File: src/rtl/slc3_mem_ctrl_if.sv
// CPU-side request/response bus for slc3_mem_ctrl.
// Carries req_be only when SLC3_MEM_BYTE_EN is defined.
interface slc3_mem_ctrl_if #(
    parameter int unsigned DATA_W     = 16,
    parameter int unsigned CPU_ADDR_W = 16
);
    logic                  req_valid;
    logic                  req_we;
    logic [CPU_ADDR_W-1:0] req_addr;
    logic [DATA_W-1:0]     req_wdata;
    logic                  req_ready;
    logic                  resp_valid;
    logic [DATA_W-1:0]     resp_rdata;
`ifdef SLC3_MEM_BYTE_EN
    logic [1:0]            req_be;

    modport master (output req_valid, req_we, req_addr, req_wdata, req_be,
                    input  req_ready, resp_valid, resp_rdata);
    modport slave  (input  req_valid, req_we, req_addr, req_wdata, req_be,
                    output req_ready, resp_valid, resp_rdata);
`else
    modport master (output req_valid, req_we, req_addr, req_wdata,
                    input  req_ready, resp_valid, resp_rdata);
    modport slave  (input  req_valid, req_we, req_addr, req_wdata,
                    output req_ready, resp_valid, resp_rdata);
`endif
endinterface

File: src/rtl/slc3_mem_ctrl.sv
// SLC-3 SRAM / memory-mapped I/O access sequencer with configurable wait states.
// Optional byte enables via the SLC3_MEM_BYTE_EN macro.
module slc3_mem_ctrl #(
    parameter int unsigned           DATA_W      = 16,
    parameter int unsigned           CPU_ADDR_W  = 16,
    parameter int unsigned           ADDR_W      = 20,
    parameter int unsigned           WAIT_CYCLES = 2,
    parameter logic [CPU_ADDR_W-1:0] IO_ADDR     = 16'hFFFF,
    parameter int unsigned           HEX_DIGITS  = 4
) (
    input  logic                    Clk,
    input  logic                    Reset,
    slc3_mem_ctrl_if.slave          bus,
    input  logic [DATA_W-1:0]       Switches,
    output logic [4*HEX_DIGITS-1:0] hex_out,
    output logic                    CE,
    output logic                    OE,
    output logic                    WE,
    output logic                    UB,
    output logic                    LB,
    output logic [ADDR_W-1:0]       ADDR,
    output logic [DATA_W-1:0]       sram_wdata,
    input  logic [DATA_W-1:0]       sram_rdata,
    output logic                    sram_drive,
    output logic                    busy
);
    localparam int unsigned CNT_W = (WAIT_CYCLES > 1) ? $clog2(WAIT_CYCLES) : 1;

    typedef enum logic [1:0] {IDLE, SETUP, ACCESS, DONE} state_t;

    state_t             state;
    logic [CNT_W-1:0]   cnt;
    logic               write_q;
    logic [DATA_W-1:0]  switches_q;
    logic [4*HEX_DIGITS-1:0] hex_next;

    assign bus.req_ready = (state == IDLE) && !Reset;
    assign busy          = (state != IDLE);

`ifdef SLC3_MEM_BYTE_EN
    // Each hex bit belongs to the byte lane that carries it on the data bus.
    always_comb begin
        hex_next = hex_out;
        for (int unsigned i = 0; i < 4*HEX_DIGITS; i++) begin
            if (bus.req_be[i/8])
                hex_next[i] = bus.req_wdata[i];
        end
    end
`else
    assign hex_next = bus.req_wdata[4*HEX_DIGITS-1:0];
`endif

    always_ff @(posedge Clk) begin
        if (Reset) begin
            state          <= IDLE;
            cnt            <= '0;
            write_q        <= 1'b0;
            switches_q     <= '0;
            CE             <= 1'b1;
            OE             <= 1'b1;
            WE             <= 1'b1;
            UB             <= 1'b1;
            LB             <= 1'b1;
            ADDR           <= '0;
            sram_wdata     <= '0;
            sram_drive     <= 1'b0;
            bus.resp_valid <= 1'b0;
            bus.resp_rdata <= '0;
            hex_out        <= '0;
        end else begin
            switches_q <= Switches;
            case (state)
                IDLE: begin
                    if (bus.req_valid) begin
                        write_q <= bus.req_we;
                        if (bus.req_addr == IO_ADDR) begin
                            state          <= DONE;
                            bus.resp_valid <= 1'b1;
                            if (bus.req_we)
                                hex_out <= hex_next;
                            else
                                bus.resp_rdata <= switches_q;
                        end else begin
                            state <= SETUP;
                            ADDR  <= ADDR_W'(bus.req_addr);
                            CE    <= 1'b0;
                            OE    <= bus.req_we;
`ifdef SLC3_MEM_BYTE_EN
                            UB    <= ~bus.req_be[1];
                            LB    <= ~bus.req_be[0];
`else
                            UB    <= 1'b0;
                            LB    <= 1'b0;
`endif
                            if (bus.req_we) begin
                                sram_drive <= 1'b1;
                                sram_wdata <= bus.req_wdata;
                            end
                        end
                    end
                end
                SETUP: begin
                    state <= ACCESS;
                    cnt   <= CNT_W'(WAIT_CYCLES - 1);
                    if (write_q)
                        WE <= 1'b0;
                end
                ACCESS: begin
                    if (cnt == '0) begin
                        state          <= DONE;
                        CE             <= 1'b1;
                        OE             <= 1'b1;
                        WE             <= 1'b1;
                        UB             <= 1'b1;
                        LB             <= 1'b1;
                        bus.resp_valid <= 1'b1;
                        if (!write_q)
                            bus.resp_rdata <= sram_rdata;
                    end else begin
                        cnt <= cnt - 1'b1;
                    end
                end
                DONE: begin
                    state          <= IDLE;
                    bus.resp_valid <= 1'b0;
                    sram_drive     <= 1'b0;
                end
                default: state <= IDLE;
            endcase
        end
    end
endmodule

File: src/flat_wrapper.sv
// flat-port wrapper written by rule: the top's interface ports become plain ports
module slc3_mem_ctrl_flat 
#(
    parameter int unsigned           DATA_W      = 16,
    parameter int unsigned           CPU_ADDR_W  = 16,
    parameter int unsigned           ADDR_W      = 20,
    parameter int unsigned           WAIT_CYCLES = 2,
    parameter logic [CPU_ADDR_W-1:0] IO_ADDR     = 16'hFFFF,
    parameter int unsigned           HEX_DIGITS  = 4
)
  (Clk, Reset, Switches, hex_out, CE, OE, WE, UB, LB, ADDR, sram_wdata, sram_rdata, sram_drive, busy, bus_req_valid, bus_req_we, bus_req_addr, bus_req_wdata, bus_req_ready, bus_resp_valid, bus_resp_rdata);
  slc3_mem_ctrl_if #(.DATA_W(DATA_W), .CPU_ADDR_W(CPU_ADDR_W)) bus_i ();
  input  logic Clk;
  input  logic Reset;
  input  logic [DATA_W-1:0] Switches;
  output logic [4*HEX_DIGITS-1:0] hex_out;
  output logic CE;
  output logic OE;
  output logic WE;
  output logic UB;
  output logic LB;
  output logic [ADDR_W-1:0] ADDR;
  output logic [DATA_W-1:0] sram_wdata;
  input  logic [DATA_W-1:0] sram_rdata;
  output logic sram_drive;
  output logic busy;
  input wire logic [$bits(bus_i.req_valid)-1:0] bus_req_valid;
  input wire logic [$bits(bus_i.req_we)-1:0] bus_req_we;
  input wire logic [$bits(bus_i.req_addr)-1:0] bus_req_addr;
  input wire logic [$bits(bus_i.req_wdata)-1:0] bus_req_wdata;
  output wire logic [$bits(bus_i.req_ready)-1:0] bus_req_ready;
  output wire logic [$bits(bus_i.resp_valid)-1:0] bus_resp_valid;
  output wire logic [$bits(bus_i.resp_rdata)-1:0] bus_resp_rdata;
  assign bus_i.req_valid = bus_req_valid;
  assign bus_i.req_we = bus_req_we;
  assign bus_i.req_addr = bus_req_addr;
  assign bus_i.req_wdata = bus_req_wdata;
  assign bus_req_ready = bus_i.req_ready;
  assign bus_resp_valid = bus_i.resp_valid;
  assign bus_resp_rdata = bus_i.resp_rdata;
  slc3_mem_ctrl #(.DATA_W(DATA_W), .CPU_ADDR_W(CPU_ADDR_W), .ADDR_W(ADDR_W), .WAIT_CYCLES(WAIT_CYCLES), .IO_ADDR(IO_ADDR), .HEX_DIGITS(HEX_DIGITS)) u_core (.Clk(Clk), .Reset(Reset), .bus(bus_i), .Switches(Switches), .hex_out(hex_out), .CE(CE), .OE(OE), .WE(WE), .UB(UB), .LB(LB), .ADDR(ADDR), .sram_wdata(sram_wdata), .sram_rdata(sram_rdata), .sram_drive(sram_drive), .busy(busy));
endmodule
File: config.mk
export PLATFORM = sky130hd
export DESIGN_NAME = slc3_mem_ctrl_flat
export DESIGN_NICKNAME = d
export VERILOG_FILES = /design/src/rtl/slc3_mem_ctrl_if.sv /design/src/rtl/slc3_mem_ctrl.sv /design/src/flat_wrapper.sv
export SDC_FILE = /design/constraint.sdc
export NUM_CORES = 1
export LEC_CHECK = 0
export ABC_AREA = 1
export BUFFER_PORTS_ARGS = -buffer_cell sky130_fd_sc_hd__buf_2
export CAP_MARGIN = 10
export CORE_MARGIN = 2
export CORE_UTILIZATION = 48
export CTS_CLUSTER_SIZE = 24
export DETAILED_ROUTE_END_ITERATION = 8
export PLACE_DENSITY = 0.81
export SETUP_SLACK_MARGIN = 0.1
export SYNTH_ARGS = -nofsm -noshare
export SYNTH_HDL_FRONTEND = slang
export SYNTH_SLANG_ARGS = --single-unit
File: constraint.sdc
create_clock -name Clk -period 2.3 [get_ports Clk]
set_input_delay 0.46 -clock Clk [delete_from_list [all_inputs] [get_ports Clk]]
set_output_delay 0.46 -clock Clk [all_outputs]
set_load 0.01 [all_outputs]
==> impl_metrics.tcl <==
set metrics [dict create \
    grt_pass1_vias 3204 \
    slew_viol_final 0 \
    clk_latency_ns 0.34 \
    r2r_setup_slack_ns 0.36 \
    ys_warn_count 0 \
    p_clk_share_pct 19.3 \
    finalCritPeriodShare_pct 84.4 \
    cp_max_fo 18 \
    synth_seq_cells 89 \
    timing.fmax_mhz 515 \
    numCtsBuffers 9 \
    yosysTopAreaCell "dfxtp_1" \
    cts_root_buf "clkbuf_8" \
    max-slew-margin-rel_pct 61.5 \
    ant_nets 0 \
    cts.clk_slew.worst_paths_ns 0.09 \
    dp_hpwl_mm 6.56 \
    io_buffer_count 140 \
    min_path_type "in -> reg" \
    p_per_area_nw_per_um2 1100 \
    fill_cells 686 \
    first_pass_iters 4 \
    synth_seq_area_share_pct 48.7 \
    fin_cells 694 \
    synthCells 461 \
    final_hold_viol_count 0 \
    tns_ns 0 \
    synth-edff-count 0 \
    drt_wl_total_mm 8.94 \
    finalSetupViolations 0 \
    antenna_found_initial 0 \
    drc 0 \
    crit_type "reg -> reg" \
    status "completed" \
    arrival_ns 2.22 \
    vdd.ir_drop.worst_v 0.000631 \
    maxCapViolCount 0 \
    nNetsFinal 664 \
    mappedNetlistArea_um2 3660 \
    switching_share_pct 39.1 \
    grt.overflow.total 0 \
    power_switching_mw 1.97 \
    cts_tree "built" \
    synth_flop_cell "dfxtp_1" \
    required_ns 2.58 \
    p_int_mw 3.07 \
    ios 145 \
    cts_buffer_depth 2 \
    gp_congestion 0.890 \
    postLayoutCellArea_um2 4570 \
    end_kind "flip-flop" \
    via_count 3454 \
    die_y_um 91.3 \
    rsz0062_at_grt "false" \
    power_frac_comb_pct 39.9 \
    die_area_um2 8330 \
    grt_use_total_pct 21.4 \
    drive_above_1_share_pct 29.9 \
    grt_pass1_wl_mm 14.6 \
    total_leakage_power_nw 2.22 \
    placed_cells 677 \
    start_util_pct 49.9 \
    drt_iter0_drc 148 \
    drt-wirelength-per-cell_um 12.9 \
    vias_per_cell 4.98 \
    total_power_mw 5.04 \
    startpoint_type "flip-flop" \
    seq_power_share_pct 40.8 \
    synth.top_cell.area_share_pct 48.7 \
    rows 31 \
    period_minus_slack_ns 1.94 \
    clock-sinks 89 \
    antenna_cells 0 \
    tightest_slew_ns 0.576 \
    syn2layout_area_growth_pct 25.0 \
    die_w_um 91.3 \
    synth_cell_types 30 \
    place_area_um2 4380 \
    synth_area_leaders "dfxtp_1 49%, nor2_1 11%, o21ai_0 5.9%" \
    async_flop_share_pct 0 \
    avgSynthCellArea_um2 7.93 \
    cts_max_level 3 \
    finClkSkew_ns 0.0123 \
    fp.coreArea_um2 7330 \
    grt_max_degree 57 \
]
==> cells in the final DEF (no fill, tap or decap), drive strengths merged <==
cell      count
a21oi        22
a31oi         1
buf         152
clkbuf       10
clkinv        3
clkinvlp      1
conb          4
dfxtp        89
ha            5
inv          29
mux2i        16
nand2        41
nand3        21
nor2        110
nor3         18
nor4         16
o211ai        2
o21ai        55
==> synthesized netlist by cell type (all sizes together), types with 2 or more instances <==
master    n
a21oi    22
buf      22
clkbuf   14
dfxtp    89
ha        5
inv      27
mux2i    16
nand2    41
nand3    21
nor2    110
nor3     18
nor4     16
o211ai    2
o21ai    55
==> metal layers <==
layer  share of wire [%]  GRT usage, %
met5                   0             0
met3                 5.7          4.23
met2                  47          35.4
met4                 2.2          9.34
met1                  45          27.2
==> power by group through the flow <==
stage,Sequential [mW],Combinational (mW),Clock [mW]
after global placement,2.07,1.94,0
after detailed placement,2.08,2.00,0
after CTS,2.05,2.00,0.987
after global routing,2.10,2.24,1.07
final,2.05,2.01,0.973
after floorplan,2.21,1.24,0
==> what timing repair did <==
action	in CTS	in global routing
gates resized for setup	0	1
hold buffers	0	0
buffers inserted	0	2
endpoints found under the setup margin	0	13
==> critical path, stage by stage, from the launching register on <==
cell and delay (ns):
dfxtp_1 0.35, inv_1 0.13, ha_2 0.33, nand2_4 0.08, buf_4 0.21, nor2_2 0.49, o21ai_0 0.17, nor2_1 0.12
==> flip-flops by register name, indices dropped and copies added, names as in the netlist <==
| name | flops |
|---|---|
| u_core.sram_wdata | 16 |
| u_core.state | 2 |
| u_core.write_q | 1 |
| u_core.ADDR | 16 |
| u_core.sram_drive | 1 |
| u_core.hex_out | 16 |
| u_core.bus.resp_valid | 1 |
| u_core.switches_q | 16 |
| u_core.cnt | 1 |
| u_core.CE | 1 |
| u_core.WE | 1 |
| u_core.bus.resp_rdata | 16 |
| u_core.OE | 1 |
==> final cells by class <==
class | count | area [um^2] | area share (%)
repair buffers | 152 | 803 | 17.6
clock inverters | 5 | 38.8 | 0.849
flip-flops and latches | 89 | 1780 | 39.0
multi-input cells | 311 | 1580 | 34.5
inverters | 28 | 108 | 2.35
well taps | 99 | 124 | 2.71
clock buffers | 10 | 138 | 3.01
==> path summary, 6_finish.rpt <==
| path | start | cells after the start | to |
|---|---|---|---|
| worst min-delay path | Switches[7] | 3 | u_core.switches_q[7] |
| worst max register to register | u_core.state[0] | 7 | u_core.ADDR[2] |
| worst max-delay path | u_core.state[0] | 7 | u_core.ADDR[2] |
| worst min register to register | u_core.OE | 2 | u_core.OE |
==> logic make-up (layout without fill, tap and decap cells) <==
| group | after synthesis | count (layout) | synth area share (%) |
|---|---|---|---|
| buffers and inverters | 64 | 195 | 8.69 |
| adders and majority gates | 5 | 5 | 1.71 |
| DFF | 89 | 89 | 48.7 |
| and+or+nand+nor | 206 | 206 | 25.0 |
| AOI/OAI and AO/OA | 80 | 80 | 11.4 |
| other | 1 | 4 | 0.103 |
| muxes | 16 | 16 | 4.38 |
==> stage by stage <==
step                      worst slack [ns]  hold slack, ns  util [%]
after floorplan                      0.621           0.445         -
after global placement               0.412           0.441      59.7
after detailed placement             0.272           0.443      59.7
after CTS                            0.210           0.293      62.1
after global routing                 0.211           0.287      62.3
final                                0.359           0.309      62.3
Power figures use the tool's default switching activity.
